[src/rtl/fp_vector_packer.sv]
// Stream-to-vector packer: groups NUM_INPUTS consecutive FP elements into one
// zero-padded vector and strobes it for a single cycle into the adder tree.
module fp_vector_packer #(
  parameter  int unsigned WIDTH      = 32,
  parameter  int unsigned NUM_INPUTS = 7,
  localparam int unsigned CNT_W      = $clog2(NUM_INPUTS + 1)
) (
  input  logic                        clk,
  input  logic                        rst,
  input  logic [WIDTH-1:0]            in_data,
  input  logic                        in_valid,
  input  logic                        in_last,
  output logic [NUM_INPUTS*WIDTH-1:0] out_data,
  output logic                        out_valid,
  output logic                        out_last,
  output logic [CNT_W-1:0]            out_count
);

  localparam logic [CNT_W-1:0] LAST_LANE = CNT_W'(NUM_INPUTS - 1);

  typedef enum logic {
    S_COLLECT = 1'b0,
    S_EMIT    = 1'b1
  } state_t;

  state_t                        r_state;
  state_t                        w_state_nxt;
  logic                          w_close;
  logic [CNT_W-1:0]              r_cnt;
  logic [WIDTH-1:0]              r_buf [NUM_INPUTS];
  logic [NUM_INPUTS*WIDTH-1:0]   w_vec;
  logic [NUM_INPUTS*WIDTH-1:0]   r_out_data;
  logic                          r_out_last;
  logic [CNT_W-1:0]              r_out_count;

  // EMIT is the strobe cycle; it overlaps collection of the next vector.
  always_comb begin
    w_close     = 1'b0;
    w_state_nxt = r_state;
    if (in_valid && ((r_cnt == LAST_LANE) || in_last)) begin
      w_close = 1'b1;
    end
    w_state_nxt = w_close ? S_EMIT : S_COLLECT;
  end

  always_ff @(posedge clk or posedge rst) begin
    if (rst) begin
      r_state <= S_COLLECT;
    end else begin
      r_state <= w_state_nxt;
    end
  end

  // Lanes above the closing element are forced to zero, so stale buffer
  // contents from an earlier, longer vector can never leak out.
  always_comb begin
    w_vec = '0;
    for (int j = 0; j < NUM_INPUTS; j++) begin
      if (CNT_W'(j) < r_cnt) begin
        w_vec[j*WIDTH +: WIDTH] = r_buf[j];
      end else if (CNT_W'(j) == r_cnt) begin
        w_vec[j*WIDTH +: WIDTH] = in_data;
      end
    end
  end

  always_ff @(posedge clk or posedge rst) begin
    if (rst) begin
      r_cnt <= '0;
      for (int j = 0; j < NUM_INPUTS; j++) begin
        r_buf[j] <= '0;
      end
    end else if (in_valid) begin
      if (w_close) begin
        r_cnt <= '0;
      end else begin
        r_cnt <= CNT_W'(r_cnt + CNT_W'(1));
        for (int j = 0; j < NUM_INPUTS; j++) begin
          if (CNT_W'(j) == r_cnt) begin
            r_buf[j] <= in_data;
          end
        end
      end
    end
  end

  // Output payload is loaded only on a closing element and held otherwise.
  always_ff @(posedge clk or posedge rst) begin
    if (rst) begin
      r_out_data  <= '0;
      r_out_last  <= 1'b0;
      r_out_count <= '0;
    end else if (w_close) begin
      r_out_data  <= w_vec;
      r_out_last  <= in_last;
      r_out_count <= CNT_W'(r_cnt + CNT_W'(1));
    end
  end

  assign out_valid = (r_state == S_EMIT);
  assign out_data  = r_out_data;
  assign out_last  = r_out_last;
  assign out_count = r_out_count;

endmodule

[config.mk]
export PLATFORM = sky130hd
export DESIGN_NAME = fp_vector_packer
export DESIGN_NICKNAME = d
export VERILOG_FILES = /design/src/rtl/fp_vector_packer.sv
export SDC_FILE = /design/constraint.sdc
export NUM_CORES = 1
export LEC_CHECK = 0
export CORE_UTILIZATION = 40
export DETAILED_ROUTE_END_ITERATION = 16
export PLACE_DENSITY = 0.59
export SYNTH_ARGS = -nofsm -noshare
export SYNTH_HDL_FRONTEND = slang
export SYNTH_SLANG_ARGS = --single-unit
[constraint.sdc]
create_clock -name clk -period 28.3 [get_ports clk]
set_input_delay 8.49 -clock clk [delete_from_list [all_inputs] [get_ports clk]]
set_output_delay 8.49 -clock clk [all_outputs]
set_load 0.05 [all_outputs]
After elaboration in Yosys (flattened, before gate mapping)
Index checks and enable logic that the tools add are counted.
{ "word_totals": {"register_bits": 456, "input_bits": 36, "word_cells": 55, "output_inout_bits": 229} }
{ "op_classes": {"reduce_logical": 10, "n_eq_ne": 7, "muxes": 17, "n_addsub": 1, "bitwise_logic": 1, "order_cmp": 7} }
{ "op_table": {"columns": ["operator", "n"], "rows": [
  ["2-to-1 mux 32 bit", 14],
  ["AND reduction 3 bit", 7],
  ["equality test 3 bit, first input constant", 3],
  ["less-than comparator 3 bit, first input constant", 3],
  ["equality test 2 x 3 -> 1 bit, first input constant", 2],
  ["less-than comparator 1 x 3 -> 1 bit, first input constant", 2],
  ["less-than comparator 2 x 3 -> 1 bit, first input constant", 2],
  ["adder 3 x 1 -> 3 bit, second input constant", 1],
  ["equality test 1 x 3 -> 1 bit, first input constant", 1],
  ["equality test 3 bit, second input constant", 1],
  ["zero test 3 bit", 1],
  ["2-to-1 mux 3 bit", 1],
  ["2-to-1 mux 1 bit", 2],
  ["logical AND 1 bit", 1],
  ["logical OR 1 bit", 1],
  ["NOT 1 bit", 1]
]} }

Depth between registers and ports, before layout
Gate-level depths: netlist of run 1.
{ "logic_depth": {"ltp_word": 6, "depth_mapped": 11, "mapped_depth_nobuf": 6} }

Worst setup path after synthesis of run 1
Ideal clock, no wire load.
{ "synth_path": {"path_kind": "input -> register", "startpoint": "input in_last", "endpoint": "register r_buf[32] (netlist bit)", "cell_stages": 5, "slack_ns": 18.536, "setup_time_ns": 0.125, "arrival_ns": 9.639, "required_time_ns": 28.175, "path_buffers": 2, "cell_sequence": "nand2b_2 or3b_1 buf_2 buf_6 mux2_4"} }
{ "synth_via": {"elab_chain_cells": 5} }
{ "synth_rtl": {"columns": ["item", "line", "rtl"], "rows": [
  ["start, declared", "12", "input logic in_last,"],
  ["logical OR 1 bit", "40", "if (in_valid && ((r_cnt == LAST_LANE) || in_last)) begin"],
  ["logical AND 1 bit", "40", null],
  ["2-to-1 mux 1 bit", "40", null],
  ["NOT 1 bit (no source line)", null, null],
  ["AND reduction 3 bit (no source line)", null, null],
  ["end signal, assigned by index", "80", "r_buf[j] <= in_data;"],
  ["end, declared", "30", "logic [WIDTH-1:0] r_buf [NUM_INPUTS];"]
]} }
Every way passes these cells.
A chain may end at the register's enable or synchronous reset.

==> flow_metrics.tcl, run 1 <==
set metrics [dict create \
    cts_tree "yes" \
    finish.utilization_pct 49.7 \
    synth-seq-cells 456 \
    yosys.area_share.simple_pct 2.42 \
    hold_ws_ns 0.376 \
    grt_max_degree 144 \
    setup_viol 0 \
    syn_inst 1512 \
    finClkSkew_ns 0.0109 \
    crit_arrival_ns 11.99 \
    powerDensity_nw_per_um2 85.1 \
    ys_async_sr_fraction_pct 100 \
    cts_buffers 50 \
    synth_top_area_cell "dfrtp_1" \
    path_cells "clkdlybuf4s50_1 -> inv_8 -> buf_4 -> buf_4 -> buf_4" \
    cellLeakagePower_nw 11.6 \
    core-area_sq_um 50600 \
    min_period_ns 11.38 \
    synth_fp_nets 1551 \
    die_area_sq_um 52500 \
    worstMarginPinSlew_ns 1.07 \
    antennaDiodeCount 0 \
    timing_hold_violations_final 0 \
    num_io_pins 265 \
    crit_path_top_delay_cell "buf_4" \
    numClockSinks 456 \
    fin_setup_tns_ns 0 \
    cts.clk_slew.worst_paths_ns 0.06 \
    synth_top_family_by_area "multiplexers" \
    htreeDepth 2 \
    place_congestion 0.742 \
    post-route-period-util_pct 40.2 \
    rsz0062_at_grt "no" \
    port_buffers 264 \
    synthMuxAreaShare_pct 27.5 \
    vias_per_cell 5.42 \
    worst_path_largest_cell_delay_ns 0.77 \
    path_max_fanout 122 \
    drive_gt1_share_pct 29.8 \
    layout_common_cells "dfrtp_1, clkdlybuf4s50_1, mux2_2, mux2_4, nand2_1" \
    ys_seq_area_share_pct 55.2 \
    yosys_warnings 0 \
    cts_setup_buffers 0 \
    drt-total-wl_microns 55600 \
    total_power_mw 2.14 \
    clock_latency_ns 0.58 \
    crit_top_cell "buf_4" \
    antenna_found_initial 0 \
    critical_path_class "input pin to asynchronous set/reset pin" \
    drc 0 \
    status "complete, no violations" \
    grt_first_pass_wirelength_microns 86100 \
    syn2layout_area_growth_pct 21.6 \
    ctsResizeCount 0 \
    maxCapViolCount 0 \
    layout_commonest_cell "dfrtp_1" \
    firstDrtPassIters 7 \
    synth-xor-area-share_pct 0.0424 \
    dieHeight_microns 229 \
    nets 1697 \
    stdcell_count 2365 \
    clock_path_buffers 3 \
    ant_nets 0 \
    synth_compound_area_share_pct 9.41 \
    dp_cells 2278 \
    dp_hpwl_microns 33500 \
    synth_edf_count 0 \
    synth_cell_types 34 \
    wl_per_cell_microns 23.5 \
    start_util_pct 40.8 \
    hold_class "register to register" \
    synth_flop_cell "dfrtp_1" \
    drt_iter0_drc 854 \
    grt_overflow 0 \
    slew_headroom_pct 28.7 \
    cp.required_ns 28.91 \
    vdd_drop_max_mv 0.0509 \
    die_w_microns 229 \
    cts-hold-fix-buffers 0 \
    grt_pass1_vias 13500 \
    root_buffer "clkbuf_16" \
    critPathLaunchType "input pin" \
    yosysTopAreaCellShare_pct 55.2 \
    fmax_mhz 87.9 \
    vias 12800 \
    drv_slew 0 \
    synth_fa_ha_area_share_pct 0.182 \
    syn_area_per_cell_sq_um 13.7 \
    crit_path_end_kind "asynchronous set/reset pin" \
    netlist_area_sq_um 20700 \
    grt_use_total_pct 21.3 \
    yosys-top-cells-area "dfrtp_1, mux2_4, mux2_2, a22o_1, o21ai_0" \
    rows 82 \
]
==> cell families after synthesis <==
kind of cell / Yosys count
buffers and inverters: 221
multiplexers: 452
XOR/XNOR: 1
AND/OR/NAND/NOR: 116
adder cells (fa/ha/maj): 3
AO/OA/AOI/OAI: 263
flip-flops: 456
==> final timing paths <==
kind | from | to | slack, ns | cells after the start
setup / recovery | rst | r_buf[172]$_DFFE_PP0P_ | 16.92 | 5
hold / removal | r_buf[6]$_DFFE_PP0P_ | r_buf[6]$_DFFE_PP0P_ | 0.38 | 0
setup reg to reg | r_cnt[0]$_DFFE_PP0P_ | out_data[64]$_DFFE_PP0P_ | 23.17 | 7
hold reg to reg | r_buf[6]$_DFFE_PP0P_ | r_buf[6]$_DFFE_PP0P_ | 0.38 | 0
max in group clk | in_valid | out_data[64]$_DFFE_PP0P_ | 17.31 | 5
min in group asynchronous | rst | r_buf[31]$_DFFE_PP0P_ | 8.45 | 2
==> sequential cells by signal (all words and copies together), names as in the netlist <==
register	count
out_data	224
r_buf	224
out_valid	1
r_cnt	3
out_last	1
out_count	3
==> layout make-up <==
type / count / area [sq um]
Tap cell: 672 / 841
Fill cell: 4374 / 25500
Sequential cell: 456 / 11400
Inverter: 36 / 150
Multi-Input combinational cell: 835 / 8230
Timing Repair Buffer: 279 / 2770
Clock buffer: 76 / 1520
Clock inverter: 11 / 180
==> Yosys cell counts (3+ instances only) <==
| library cell | number |
|---|---|
| nand2_1 | 99 |
| and2_1 | 4 |
| buf_1 | 7 |
| a22o_1 | 97 |
| dfrtp_1 | 456 |
| mux2_4 | 169 |
| mux2_1 | 32 |
| inv_1 | 35 |
| o31ai_1 | 33 |
| buf_6 | 23 |
| mux2i_1 | 32 |
| o21ai_0 | 97 |
| ha_1 | 3 |
| clkbuf_1 | 120 |
| clkbuf_2 | 3 |
| a32o_1 | 32 |
| buf_4 | 9 |
| or3_1 | 3 |
| mux2_2 | 219 |
| buf_2 | 23 |
==> stage by stage <==
step	area [sq um]	setup slack, ns
after floorplan	20700	7.10
after global routing	25100	16.36
final	25100	16.92
after global placement	23400	16.20
after CTS	25100	16.74
after detailed placement	23400	16.12
==> power by group <==
part	switching (mW)	total, mW	internal, mW
clock network	0.264	0.677	0.413
registers	0.0969	0.894	0.798
logic	0.325	0.565	0.240
total	0.686	2.14	1.45
==> per-layer routing <==
metal / part of all wire [%] / vias to the layer above / wire [microns] / track usage [%]
li1: - / 5647 / - / -
met1: 47 / 6739 / 26000 / 30.5
met2: 47 / 371 / 25900 / 33.5
met3: 4.6 / 65 / 2540 / 3.29
met4: 2.0 / 0 / 1090 / 6.27
met5: 0 / - / 0 / 0
==> critical path: cells and delay by family <==
kind	cells	cell delay, ns
buffers and inverters	5	3.31
(Power assumes the default switching activity.)
==> run 2, diff against run 1 <==
--- a/config.mk
+++ b/config.mk
@@ -7,7 +7,7 @@
 export LEC_CHECK = 0
 export CORE_UTILIZATION = 40
 export DETAILED_ROUTE_END_ITERATION = 16
-export PLACE_DENSITY = 0.59
+export PLACE_DENSITY = 0.61
 export SYNTH_ARGS = -nofsm -noshare
 export SYNTH_HDL_FRONTEND = slang
 export SYNTH_SLANG_ARGS = --single-unit
==> constraint.sdc (replaced) <==
create_clock -name clk -period 9.5 [get_ports clk]
set_input_delay 2.85 -clock clk [delete_from_list [all_inputs] [get_ports clk]]
set_output_delay 2.85 -clock clk [all_outputs]
set_load 0.05 [all_outputs]
==> flow_metrics.tcl, run 2 (same netlist as run 1, synthesis figures left out) <==
set metrics [dict create \
    layout_common_cells "dfrtp_1, clkdlybuf4s50_1, mux2_2, mux2_4, nand2_1" \
    rr_worst_depth 6 \
    dp_hpwl_microns 32600 \
    maxCapViolCount 0 \
    critPathLaunchType "register" \
    finClkSkew_ns 0.0148 \
    grt_use_total_pct 20.8 \
    cts.clk_slew.worst_paths_ns 0.06 \
    grt_pass1_vias 13200 \
    crit_path_end_kind "register" \
    fin_setup_tns_ns 0 \
    nets 1693 \
    timing_hold_violations_final 0 \
    core-area_sq_um 50600 \
    hold-path-cell-count 0 \
    fill_cells 4403 \
    grt_overflow 0 \
    crit_arrival_ns 5.95 \
    clock_latency_ns 0.59 \
    min_period_ns 5.48 \
    dp_cells 2273 \
    numClockSinks 456 \
    grt_max_degree 185 \
    fmax_mhz 182 \
    rows 82 \
    wl_per_cell_microns 23.1 \
    drc 0 \
    dieHeight_microns 229 \
    start_util_pct 40.8 \
    ctsResizeCount 0 \
    die_area_sq_um 52500 \
    finish.utilization_pct 49.6 \
    port_buffers 264 \
    total_power_mw 6.31 \
    die_w_microns 229 \
    vdd_drop_max_mv 0.177 \
    powerDensity_nw_per_um2 252 \
    root_buffer "clkbuf_16" \
    worst_path_largest_cell_delay_ns 1.04 \
    slew_headroom_pct 25.4 \
    vias_per_cell 5.41 \
    worstMarginPinSlew_ns 1.12 \
    critical_path_class "register to register" \
    rsz0062_at_grt "no" \
    crit_path_top_delay_cell "ha_2" \
    r2r-end "out_data[94]$_DFFE_PP0P_" \
    firstDrtPassIters 6 \
    cts_tree "yes" \
    r2r_slack_ns 4.02 \
    ant_nets 0 \
    clock_path_buffers 3 \
    path_max_fanout 114 \
    hold_class "register to register" \
    cts-hold-fix-buffers 0 \
    num_io_pins 265 \
    cts_setup_buffers 0 \
    layout_commonest_cell "dfrtp_1" \
    cts_buffers 51 \
    syn2layout_area_growth_pct 21.5 \
    antennaDiodeCount 0 \
    drt_iter0_drc 838 \
    vias 12800 \
    cellLeakagePower_nw 11.5 \
    htreeDepth 2 \
    cp.required_ns 9.96 \
    setup_viol 0 \
    antenna_found_initial 0 \
    post-route-period-util_pct 57.7 \
    grt_first_pass_wirelength_microns 83800 \
    hp-start "r_buf[20]$_DFFE_PP0P_" \
    stdcell_count 2365 \
    min_to "r_buf[20]$_DFFE_PP0P_" \
    r2r_start "r_cnt[1]$_DFFE_PP0P_" \
    drv_slew 0 \
    drive_gt1_share_pct 29.7 \
    status "complete, no violations" \
    place_congestion 0.752 \
    path_cells "ha_2 -> and2_2 -> o21ai_4 -> inv_8 -> buf_12 -> mux2_2" \
    drt-total-wl_microns 54500 \
]
## run 2: changes by cell type in the layout (fill, tap and decap cells not counted)
cell and change:
buf_12 +2, inv_6 +2, clkinv_8 +1, inv_8 -1
clkinv_2 -3, clkbuf_16 -1, clkinvlp_4 +1, clkbuf_8 +8
or3b_4 +1, buf_4 -7, clkbuf_1 +2, bufinv_16 -4
or3b_2 -1
## run 2: worst max path at each step
| stage | to | from | cells past startpoint | slack [ns] |
|---|---|---|---|---|
| after global placement | out_data[97]$_DFFE_PP0P_ | in_valid | 5 | 3.73 |
| after global routing | out_data[98]$_DFFE_PP0P_ | r_cnt[1]$_DFFE_PP0P_ | 6 | 3.81 |
| after CTS | out_data[99]$_DFFE_PP0P_ | r_cnt[1]$_DFFE_PP0P_ | 6 | 4.07 |
| after floorplan | out_count[0]$_DFFE_PP0P_ | rst | 1 | 0.48 |
| final | out_data[94]$_DFFE_PP0P_ | r_cnt[1]$_DFFE_PP0P_ | 6 | 4.02 |
| after detailed placement | out_data[99]$_DFFE_PP0P_ | in_valid | 5 | 3.68 |
## run 2: layout make-up
| class | count | area (sq um) | share of cell area [%] |
|---|---|---|---|
| Tap cell | 672 | 841 | 3.35 |
| Timing Repair Buffer | 274 | 2760 | 11.0 |
| Sequential cell | 456 | 11400 | 45.5 |
| Multi-Input combinational cell | 835 | 8230 | 32.8 |
| Clock inverter | 7 | 78.8 | 0.314 |
| Clock buffer | 85 | 1620 | 6.44 |
| Inverter | 36 | 146 | 0.583 |
## run 2: stage by stage
| stage | hold WS (ns) | setup slack (ns) | area, sq um |
|---|---|---|---|
| after floorplan | 0.429 | 0.481 | 20700 |
| after global routing | 0.383 | 3.81 | 25100 |
| after global placement | 0.365 | 3.73 | 23400 |
| after CTS | 0.381 | 4.07 | 25100 |
| after detailed placement | 0.366 | 3.68 | 23400 |
| final | 0.376 | 4.02 | 25100 |
## run 2: worst max-delay path, delay by kind of cell (launching register included)
family	cells	cell delay, ns
buf+inv	2	1.42
mux	1	0.42
fa+ha+maj	1	1.04
flops	1	1.01
simple gates	1	0.97
compound gates	1	0.17
## run 2: routing by layer
metal / global-route usage (%) / vias up / routed length [microns]
met5: 0 / - / 0
met4: 6.29 / 0 / 1160
met3: 2.98 / 67 / 2250
met2: 32.8 / 315 / 25500
met1: 29.7 / 6777 / 25600
li1: - / 5624 / -
## run 2: where the power goes
group          total (mW)  switching, mW  internal [mW]  leakage [nW]
combinational        1.66          0.950          0.714          4.70
sequential           2.67          0.292           2.38          5.99
clock                1.98          0.803           1.18         0.836
==> run 3, diff against run 2 <==
==> constraint.sdc (replaced) <==
create_clock -name clk -period 5 [get_ports clk]
set_input_delay 1.5 -clock clk [delete_from_list [all_inputs] [get_ports clk]]
set_output_delay 1.5 -clock clk [all_outputs]
set_load 0.05 [all_outputs]
==> flow_metrics.tcl, run 3 (same netlist as run 1, synthesis figures left out) <==
set metrics [dict create \
    status "complete, no violations" \
    swShare_pct 32.3 \
    pwr-share-clk_pct 30.9 \
    fmax_mhz 282 \
    dp_hpwl_microns 33600 \
    dieHeight_microns 229 \
    clock_latency_ns 0.58 \
    switchingPower_mw 3.86 \
    grt_pass1_vias 13200 \
    maxCapViolCount 0 \
    vias 12800 \
    port_buffers 264 \
    die_w_microns 229 \
    rsz0062_at_grt "no" \
    drt_iter0_drc 929 \
    drc 0 \
    core-area_sq_um 50600 \
    total_power_mw 11.9 \
    min_period_ns 3.55 \
    start_util_pct 40.8 \
    place_congestion 0.739 \
    antennaDiodeCount 0 \
    pwr-share-comb_pct 26.8 \
    timing_hold_violations_final 0 \
    path_max_fanout 77 \
    nets 1706 \
    drv_slew 0 \
    hold-path-cell-count 0 \
    cts-hold-fix-buffers 0 \
    critPathLaunchType "register" \
    cts.clk_slew.worst_paths_ns 0.06 \
    layout_commonest_cell "dfrtp_1" \
    crit_arrival_ns 4.07 \
    hold_class "register to register" \
    cellLeakagePower_nw 11.6 \
    slew_headroom_pct 23.6 \
    cts_buffers 49 \
    powerDensity_nw_per_um2 474 \
    htreeDepth 2 \
    root_buffer "clkbuf_16" \
    numClockSinks 456 \
    grt_first_pass_wirelength_microns 84400 \
    power_frac_seq_pct 42.3 \
    rows 82 \
    cts_tree "yes" \
    grt_use_total_pct 20.9 \
    drt-total-wl_microns 54700 \
    crit_path_end_kind "register" \
    min_to "r_buf[2]$_DFFE_PP0P_" \
    vdd_drop_max_mv 0.311 \
    r2r_slack_ns 1.45 \
    critical_path_class "register to register" \
    r2r-end "out_data[142]$_DFFE_PP0P_" \
    drive_gt1_share_pct 30.2 \
    hold_ws_ns 0.377 \
    fin_setup_tns_ns 0 \
    cp.required_ns 5.52 \
    post-route-period-util_pct 70.9 \
    antenna_found_initial 0 \
    p_int_mw 8.09 \
    num_io_pins 265 \
    wl_per_cell_microns 23.0 \
    fill_cells 4358 \
    layout_common_cells "dfrtp_1, clkdlybuf4s50_1, mux2_2, mux2_4, nand2_1" \
    rr_worst_depth 7 \
    die_area_sq_um 52500 \
    finClkSkew_ns 0.0139 \
    vias_per_cell 5.38 \
    hp-start "r_buf[2]$_DFFE_PP0P_" \
    r2r_start "r_cnt[1]$_DFFE_PP0P_" \
    ctsResizeCount 0 \
    grt_max_degree 124 \
    ant_nets 0 \
    setup_viol 0 \
    firstDrtPassIters 5 \
    cts_setup_buffers 0 \
    grt_overflow 0 \
    syn2layout_area_growth_pct 22.1 \
    worstMarginPinSlew_ns 1.14 \
    clock_path_buffers 3 \
]
-- run 3: cell count changes in the layout (fill, tap and decap cells not counted), moves of 3 or more --
cell       previous run  this run
buf_12                3         8
bufinv_16             1         4
buf_4                 7        17
clkinv_2              3        11
clkbuf_8             19         9
-- run 3: critical path, cell delays in order (launching register included) --
cell and delay, ns:
dfrtp_4 0.78, inv_1 0.19, ha_2 0.18, buf_4 0.40
nor4bb_4 1.09, buf_4 0.46, a22o_1 0.22, mux2_4 0.15
-- run 3: per-stage QoR --
step           worst slack, ns  area, sq um  util, %  instances
2_1_floorplan            -2.67        20700        -       1512
3_3_place_gp              1.15        23600     46.6       2288
3_5_place_dp              1.09        23600     46.6       2288
4_1_cts                   1.36        25200     49.8       2379
5_1_grt                   1.25        25200     49.8       2379
6_report                  1.45        25200     49.8       2379
-- run 3: power groups by stage --
stage	logic (mW)	clock network [mW]	registers, mW
floorplan	1.39	0	5.86
global placement	3.17	0	5.09
detailed placement	3.22	0	5.11
CTS	3.23	3.79	5.05
global route	3.39	3.94	5.16
finish	3.20	3.69	5.05
-- run 3: worst max-delay path by stage --
stage                              start                   endpoint  slack, ns  cells past startpoint
global route        r_cnt[1]$_DFFE_PP0P_  out_data[140]$_DFFE_PP0P_       1.25                      7
CTS                 r_cnt[1]$_DFFE_PP0P_  out_data[142]$_DFFE_PP0P_       1.36                      7
floorplan                            rst   out_count[0]$_DFFE_PP0P_      -2.67                      1
global placement                 in_last     r_buf[186]$_DFFE_PP0P_       1.15                      4
detailed placement               in_last     r_buf[173]$_DFFE_PP0P_       1.09                      4
finish              r_cnt[1]$_DFFE_PP0P_  out_data[142]$_DFFE_PP0P_       1.45                      7
-- run 3: final cells by class --
type,count,area (sq um),area share (%)
sequential,456,11400,45.3
multi-input combinational,835,8230,32.7
timing repair buffer,289,2930,11.6
clock buffer,75,1460,5.78
tap,672,841,3.33
clock inverter,16,184,0.729
inverter,36,146,0.581
-- run 3: per-layer routing --
layer  track usage [%]  wire [microns]
met1              29.6           25500
met4              5.60            1040
met5                 0               0
met3              3.30            2460
met2              33.4           25800
